File: config.mk
export PLATFORM = sky130hd
export DESIGN_NAME = mac_lanes_accum
export DESIGN_NICKNAME = d
export VERILOG_FILES = /design/src/rtl/mac_lanes_accum.sv
export SDC_FILE = /design/constraint.sdc
export NUM_CORES = 1
export LEC_CHECK = 0
export BUFFER_PORTS_ARGS = -buffer_cell sky130_fd_sc_hd__buf_2
export CAP_MARGIN = 20
export CORE_MARGIN = 2
export CORE_UTILIZATION = 40
export CTS_CLUSTER_DIAMETER = 120
export DETAILED_ROUTE_END_ITERATION = 8
export PLACE_DENSITY_LB_ADDON = 0.08
export SYNTH_ARGS = -nofsm -noshare
export SYNTH_HDL_FRONTEND = slang
export SYNTH_SLANG_ARGS = --single-unit
export TNS_END_PERCENT = 50
File: constraint.sdc
create_clock -name clock -period 7.9 [get_ports clock]
set_input_delay 1.975 -clock clock [delete_from_list [all_inputs] [get_ports clock]]
set_output_delay 1.975 -clock clock [all_outputs]
set_load 0.02 [all_outputs]
File: src/rtl/mac_lanes_accum.sv
// mac_lanes_accum: multi-lane multiply-accumulate engine for the PE dot-product path.
// Each accepted beat multiplies NUM_LANES operand pairs, reduces the products
// through an adder tree and folds the sum into a running accumulator. One result
// is emitted per group framed by clear/last.
// The handshake is ivalid/oready upstream and ovalid/iready downstream, with full backpressure.
//
// Optional build macro: MAC_SATURATE_EN
//   defined   - the accumulator saturates at its guard width, and the result
//               is clamped to the signed ACC_WIDTH range.
//   undefined - the accumulator and the result wrap (two's complement truncation).
//
// Pipeline: S1 operand register -> S2 adder-tree register -> S3 accumulator/output.
// A last beat accepted in cycle t gives ovalid in cycle t+3 when there is no stall.
module mac_lanes_accum #(
    parameter int NUM_LANES  = 4,
    parameter int IN_WIDTH   = 8,
    parameter int ACC_WIDTH  = 32,
    parameter int GUARD_BITS = 8
) (
    input  logic                          clock,
    input  logic                          reset,
    input  logic                          ivalid,
    output logic                          oready,
    input  logic [NUM_LANES*IN_WIDTH-1:0] dataa,
    input  logic [NUM_LANES*IN_WIDTH-1:0] datab,
    input  logic                          signed_mode,
    input  logic                          clear,
    input  logic                          last,
    output logic                          ovalid,
    input  logic                          iready,
    output logic [ACC_WIDTH-1:0]          result
);

    // One extra product bit lets signed and unsigned products share a signed format.
    localparam int PROD_W = 2*IN_WIDTH + 1;
    localparam int SUM_W  = PROD_W + $clog2(NUM_LANES);
    localparam int ACC_W  = ACC_WIDTH + GUARD_BITS;

    // Global advance enable: the whole pipeline moves only when the output slot is free.
    logic en;
    assign en     = ~ovalid | iready;
    assign oready = en;

    // ------------------------------------------------------------------ S1
    logic                          s1_valid;
    logic [NUM_LANES*IN_WIDTH-1:0] s1_a;
    logic [NUM_LANES*IN_WIDTH-1:0] s1_b;
    logic                          s1_signed;
    logic                          s1_clear;
    logic                          s1_last;

    // S1: capture the incoming beat; a non-accepted cycle advances as a bubble.
    always_ff @(posedge clock or posedge reset) begin
        if (reset) begin
            s1_valid  <= 1'b0;
            s1_a      <= '0;
            s1_b      <= '0;
            s1_signed <= 1'b0;
            s1_clear  <= 1'b0;
            s1_last   <= 1'b0;
        end else if (en) begin
            s1_valid  <= ivalid;
            s1_a      <= dataa;
            s1_b      <= datab;
            s1_signed <= signed_mode;
            s1_clear  <= clear;
            s1_last   <= last;
        end
    end

    // Per-lane products and their reduction (combinational between S1 and S2).
    logic signed [PROD_W-1:0] ext_a [NUM_LANES];
    logic signed [PROD_W-1:0] ext_b [NUM_LANES];
    logic signed [PROD_W-1:0] prod  [NUM_LANES];
    logic signed [SUM_W-1:0]  tree_sum;

    // Extend each operand by mode, multiply, and sum the lanes as signed values.
    always_comb begin
        tree_sum = '0;
        for (int i = 0; i < NUM_LANES; i++) begin
            ext_a[i] = {{(PROD_W-IN_WIDTH){s1_signed & s1_a[i*IN_WIDTH + IN_WIDTH-1]}},
                        s1_a[i*IN_WIDTH +: IN_WIDTH]};
            ext_b[i] = {{(PROD_W-IN_WIDTH){s1_signed & s1_b[i*IN_WIDTH + IN_WIDTH-1]}},
                        s1_b[i*IN_WIDTH +: IN_WIDTH]};
            prod[i]  = ext_a[i] * ext_b[i];
            tree_sum = tree_sum + SUM_W'(prod[i]);
        end
    end

    // ------------------------------------------------------------------ S2
    logic                    s2_valid;
    logic signed [SUM_W-1:0] s2_sum;
    logic                    s2_clear;
    logic                    s2_last;

    // S2: register the reduced beat sum together with its framing bits.
    always_ff @(posedge clock or posedge reset) begin
        if (reset) begin
            s2_valid <= 1'b0;
            s2_sum   <= '0;
            s2_clear <= 1'b0;
            s2_last  <= 1'b0;
        end else if (en) begin
            s2_valid <= s1_valid;
            s2_sum   <= tree_sum;
            s2_clear <= s1_clear;
            s2_last  <= s1_last;
        end
    end

    // ------------------------------------------------------------------ S3
    logic signed [ACC_W-1:0]     acc;
    logic signed [ACC_W-1:0]     acc_base;
    logic signed [ACC_W-1:0]     acc_next;
    logic        [ACC_WIDTH-1:0] result_next;

`ifdef MAC_SATURATE_EN
    localparam int WIDE_W = ACC_W + 1;
    logic signed [WIDE_W-1:0] acc_wide;

    // Clamp a sum carrying one extra bit back into the guarded accumulator range.
    function automatic logic signed [ACC_W-1:0] clamp_guard(input logic signed [WIDE_W-1:0] v);
        logic signed [ACC_W-1:0] r;
        if (v[WIDE_W-1] != v[WIDE_W-2]) begin
            r = v[WIDE_W-1] ? {1'b1, {(ACC_W-1){1'b0}}} : {1'b0, {(ACC_W-1){1'b1}}};
        end else begin
            r = v[ACC_W-1:0];
        end
        return r;
    endfunction

    // Clamp the guarded accumulator to the signed ACC_WIDTH output range.
    function automatic logic [ACC_WIDTH-1:0] sat_result(input logic signed [ACC_W-1:0] v);
        logic [ACC_WIDTH-1:0] r;
        if ((&v[ACC_W-1:ACC_WIDTH-1]) || (~|v[ACC_W-1:ACC_WIDTH-1])) begin
            r = v[ACC_WIDTH-1:0];
        end else begin
            r = v[ACC_W-1] ? {1'b1, {(ACC_WIDTH-1){1'b0}}} : {1'b0, {(ACC_WIDTH-1){1'b1}}};
        end
        return r;
    endfunction
`endif

    // Next accumulator value and the converted result for a last beat.
    always_comb begin
        acc_base = s2_clear ? '0 : acc;
`ifdef MAC_SATURATE_EN
        acc_wide    = WIDE_W'(acc_base) + WIDE_W'(s2_sum);
        acc_next    = clamp_guard(acc_wide);
        result_next = sat_result(acc_next);
`else
        acc_next    = acc_base + ACC_W'(s2_sum);
        result_next = acc_next[ACC_WIDTH-1:0];
`endif
    end

    // S3: accumulate valid beats; a last beat emits the result and restarts the group.
    always_ff @(posedge clock or posedge reset) begin
        if (reset) begin
            acc    <= '0;
            ovalid <= 1'b0;
            result <= '0;
        end else if (en) begin
            ovalid <= s2_valid & s2_last;
            if (s2_valid) begin
                if (s2_last) begin
                    result <= result_next;
                    acc    <= '0;
                end else begin
                    acc    <= acc_next;
                end
            end
        end
    end

endmodule

======== Word-level counts from Yosys, hierarchy flattened ========
Index checks and enable logic that the tools add are counted.
W data, S select, Z words.
cells by class
  add/subtract/negate cells ............... 4
  multipliers ............................. 4
  divide/modulo/power cells ............... 0
  $lt $le $gt $ge ......................... 0
  equal/unequal tests ..................... 0
  shift operators ......................... 0
  muxes and demuxes ....................... 2
  bitwise gates (word level) .............. 11
  reduce and logical (&&, ||, !) cells .... 2
operator list
  operator           number
  $mux W40           2
  $mul A9 B9 Y17     4
  $add A40 B19 Y40   1
  $add A18 B17 Y19   1
  $add A19 B17 Y19   1
  $add A17 B17 Y18   1
  $and A1 B1 Y1      9
  $reduce_and A3 Y1  1
  $reduce_and A2 Y1  1
  $not A1 Y1         1
  $or A1 B1 Y1       1
word-level totals
  register bits after elaboration ......... 163
  bits in latches ......................... 0
  RAM bits ................................ 0
  memory bits (read-only) ................. 0
  bits of input ports ..................... 71
  output and inout bits ................... 34
  word-level logic and storage cells ...... 36
  memories kept ........................... 0

======== Logic depth before layout (Yosys ltp) ========
  word-level depth ........................ 5
  depth in mapped cells ................... 33
  depth with buffers taken out ............ 32

======== Worst setup path after synthesis ========
No wires, ideal clock.
  kind .................................... reg-to-reg
  start point ............................. register s1_signed
  end point ............................... register s2_sum[17]
  library setup time ...................... 0.140 ns
  data arrival time ....................... 7.133 ns
  data required time ...................... 7.760 ns
  setup slack ............................. 0.627 ns
  stages on the path, launching flop included .. 29
  path buffers ............................ 1
  clock period less this slack ............ 7.273 ns
  path through ............................ dfrtp_1 clkbuf_1 nand2_1 or2_2 fa_1 fa_1 inv_1 fa_1 inv_1 fa_1 fa_1 inv_1 ha_1 inv_1 o21ba_2 o21ai_0 a41oi_1 nor2b_1 xnor2_1 fa_1 inv_1 fa_1 inv_1 ha_1 o21a_1 o21ai_0 o21bai_1 a2111oi_0 a211oi_1
on the way
  cells in the longest elaborated chain, start to end .. 5
  elaborated cells between the ends (all ways) .. 15
  classes of those cells .................. add/sub: 3; mul: 4; bitwise: 8
ends and longest elaborated chain
  what                              line    source
  start: declaration                48      logic s1_signed;
  start signal: assignment          65      s1_signed <= signed_mode;
  $and A1 B1 Y1 (on tied branches)  81, 83
  $mul A9 B9 Y17                    85      prod[i] = ext_a[i] * ext_b[i];
  $add A17 B17 Y18                  86      tree_sum = tree_sum + SUM_W'(prod[i]);
  $add A18 B17 Y19                  86
  $add A19 B17 Y19 *                86
  end signal: assignment            105     s2_sum <= tree_sum;
  end: declaration                  92      logic signed [SUM_W-1:0] s2_sum;
Every way passes the cells marked *; elsewhere a longest branch is shown, timed or not.
A chain may end at the register's enable or synchronous reset.

======== Worst setup path after layout ========
  start point ............................. register s1_signed
  end point ............................... register s2_sum[18]
The elaborated chain is that of the path after synthesis.

==> run_results.csv <==
group,metric,value,unit
placed_design,post-dp-hpwl,42200,µm
cts,root_buffer,"sky130_fd_sc_hd__clkbuf_16",
synthesis,seq_area_frac_synth,0.184,
route,num_vias,15700,
synthesis,synth.cell_area,0.0211,mm²
route,antenna_violating_nets_post_route,0,
sta,maxSlewHeadroom,0.356,
sta,max_freq,0.133,GHz
worst_setup_path,crit_start,"s1_signed",
route,drt_wl_total,51800,µm
sta,final_max_slew_viol_count,0,
worst_setup_path,cp.arrival,7840,ps
cts,clk_pin_slew_worst_paths,70,ps
status,status,"finished, final reports clean",
sta,final_period_minus_worst_setup_slack,7490,ps
worst_setup_path,r2r_cells,30,
synthesis,dominantRegCellSynth,"sky130_fd_sc_hd__dfrtp_1",
grt,grt_first_pass_wirelength,86200,µm
synthesis,yosys_warnings,0,
synthesis,synth_common_cells,"sky130_fd_sc_hd__nand2_1, sky130_fd_sc_hd__inv_1, sky130_fd_sc_hd__fa_1, sky130_fd_sc_hd__ha_1, sky130_fd_sc_hd__dfrtp_1",
worst_setup_path,critPathKind,"reg2reg",
worst_setup_path,critical_path.startpoint_type,"register",
final_layout,post_route_cells_drive_above_1_share,0.0913,
sta,worst-slew-pin-transition,966,ps
cts,cts_made_buffers,17,
flow_run,drv_cap,0,
worst_hold_path,instance_count_along_the_most_critical_hold_path,2,
final_layout,area_delta_synth_final,9.16,%
grt,grt_max_degree,100,
synthesis,yosys.cell_count.top_type,"sky130_fd_sc_hd__nand2_1",
synthesis,async_reset_ff_frac,1.00,
synthesis,netlist_instances,2405,
floorplanning,floorplan.core_area,0.0523,mm²
synthesis,synth_edf_count,0,
floorplanning,start_util,0.403,
floorplanning,floorplan.die_area,0.0546,mm²
worst_hold_path,min_path_type,"reg2reg",
worst_setup_path,worstReg2RegEnd,"s2_sum[18]",
worst_setup_path,critPathCaptureType,"register",
synthesis,post_synthesis_cell_type_count,64,
grt,grt_util_all_layers,0.202,
worst_setup_path,maximum_net_fanout_on_the_critical_path,19,
cts,cts_tree,"done",
worst_setup_path,reg2reg_from,"s1_signed",
placed_design,placement.io_buffers,104,
final_layout,antenna_cells_inserted,0,
synthesis,synth_area_per_cell,8.78,µm²
worst_setup_path,worst_setup_path_endpoint,"s2_sum[18]",
worst_setup_path,crit_path_frequent_cell,"sky130_fd_sc_hd__fa_1",
synthesis,postSynthRegisterBits,155,
cts,clockBufferDepth,2,
worst_setup_path,setup.reg_to_reg.worst_slack,410,ps
worst_setup_path,critical-path-max-stage-delay,560,ps
floorplanning,io_pins,105,
cts,clk_latency,500,ps
sta,fin_worst_skew,21.5,ps
synthesis,cell_taking_the_most_area_after_synthesis,"sky130_fd_sc_hd__fa_1",
cts,clock_tree.htree_level_count,4,
synthesis,mappedNetlistNets,2969,
placed_design,dpl-instance-area,0.0224,mm²
placed_design,gp_congestion,0.877,
worst_setup_path,timing.critical_path.required,8250,ps
final_layout,postLayoutCellArea,0.0230,mm²
floorplanning,die_height,234,µm
sta,hold_violations,0,
worst_setup_path,critical_path.slowest_cell,"sky130_fd_sc_hd__fa_1",
synthesis,synth_top_cells_by_area,"sky130_fd_sc_hd__fa_1, sky130_fd_sc_hd__dfrtp_1, sky130_fd_sc_hd__ha_1, sky130_fd_sc_hd__nand2_1, sky130_fd_sc_hd__inv_1",
route,remaining_drc_errors,0,
cts,clkSinkCount,155,
floorplanning,rows,84,
grt,grt_pass1_vias,16500,
sta,rsz0062_at_grt,"true",
grt,grt_overflow_total,0,
grt,grt_antenna_before_repair,0,
route,wl_per_cell,16.4,µm
floorplanning,die_x,234,µm
route,number_of_design_rule_violations_left_by_the_first_detailed_router_iteration,844,
route,routed_via_density,4.95,
sta,fin_crit_sh,0.948,
synthesis,synth_top_cell_area_share,0.288,
final_layout,num-nets-final,3027,
cts,hold_buffers,0,
route,drt_first_pass_iters,5,
sta,timing.final.setup_violations,0,
-- kinds of logic (layout without fill, tap and decap cells) --
logic type	Yosys count	count (layout)	synth area share
adders and majority gates	493	493	0.400
xor gates and xnor gates	102	102	0.0423
muxes	9	9	0.00480
and+or+nand+nor	842	842	0.184
AOI/OAI and AO/OA	285	285	0.0919
buffers and inverters	519	590	0.0924
DFF	155	155	0.184
-- flip-flops by register name (all words and copies together), names as in the netlist, 19 cells and up --
signal and flops:
s1_a 32, result 32, s2_sum 19, acc 32, s1_b 32
-- stage by stage --
step,utilization,instances,worst slack [ps],TNS [ps],hold slack (ps)
after global routing,0.440,3164,-27.0,-27.0,498
after CTS,0.440,3164,63.9,0,472
after detailed placement,0.428,3132,91.3,0,456
after floorplan,-,2405,627,0,435
final,0.440,3164,409,0,468
after global placement,0.428,3132,139,0,452
-- repair_timing --
action	CTS	global route
gates resized for setup	0	12
setup buffers	0	0
endpoints found under the hold margin	0	0
setup endpoints to repair	0	4
-- cells in the final DEF, fill, tap and decap left out, drive strengths merged, types with 7 or more instances in the layout --
cell type,count
a211o,8
a22o,19
o211ai,12
buf,145
and2,132
a31oi,7
ha,189
nand3,26
and3,26
o21bai,8
clkbuf,17
or2,21
nor2b,44
o21a,10
a21oi,82
fa,304
o31ai,10
nor3,20
nor2,58
a21o,29
nand2,479
nand2b,8
xnor2,80
nand4,7
inv,421
dfrtp,155
mux2,9
o21ai,52
xor2,22
-- metal layers --
metal	vias to the layer above	wire (µm)	track usage	part of all wire
met3	40	1390	0.0294	0.027
met1	7799	24100	0.271	0.47
met2	214	25500	0.344	0.49
met4	0	757	0.0483	0.015
met5	-	0	0	0
li1	7603	-	-	-
-- worst max-delay path, delay by kind of cell (launching register included) --
| family | cells | cell delay, ps |
|---|---|---|
| flip-flops | 1 | 500 |
| adder cells (fa/ha/maj) | 8 | 3370 |
| XOR/XNOR | 1 | 140 |
| buffers and inverters | 7 | 840 |
| AO/OA/AOI/OAI | 11 | 1780 |
| AND/OR/NAND/NOR | 3 | 680 |
-- how the worst min path moves through the flow --
stage               start  slack (ps)         end
6_report       result[10]         470  result[10]
5_1_grt         result[6]         500   result[6]
4_1_cts          s1_clear         470    s1_clear
3_5_place_dp     s1_clear         460    s1_clear
3_3_place_gp     s1_clear         450    s1_clear
2_1_floorplan     acc[27]         440     acc[27]
-- layout make-up --
cell class / instances / area, µm²
clock inverters: 15 / 175
clock buffers: 17 / 425
inverters: 413 / 1560
repair buffers: 145 / 828
multi-input cells: 1731 / 15300
fillers: 5328 / 29300
flip-flops and latches: 155 / 3880
well taps: 688 / 861
Power is not shown: default switching activity piles up to over one toggle a cycle in this logic, so the estimate is an artifact.
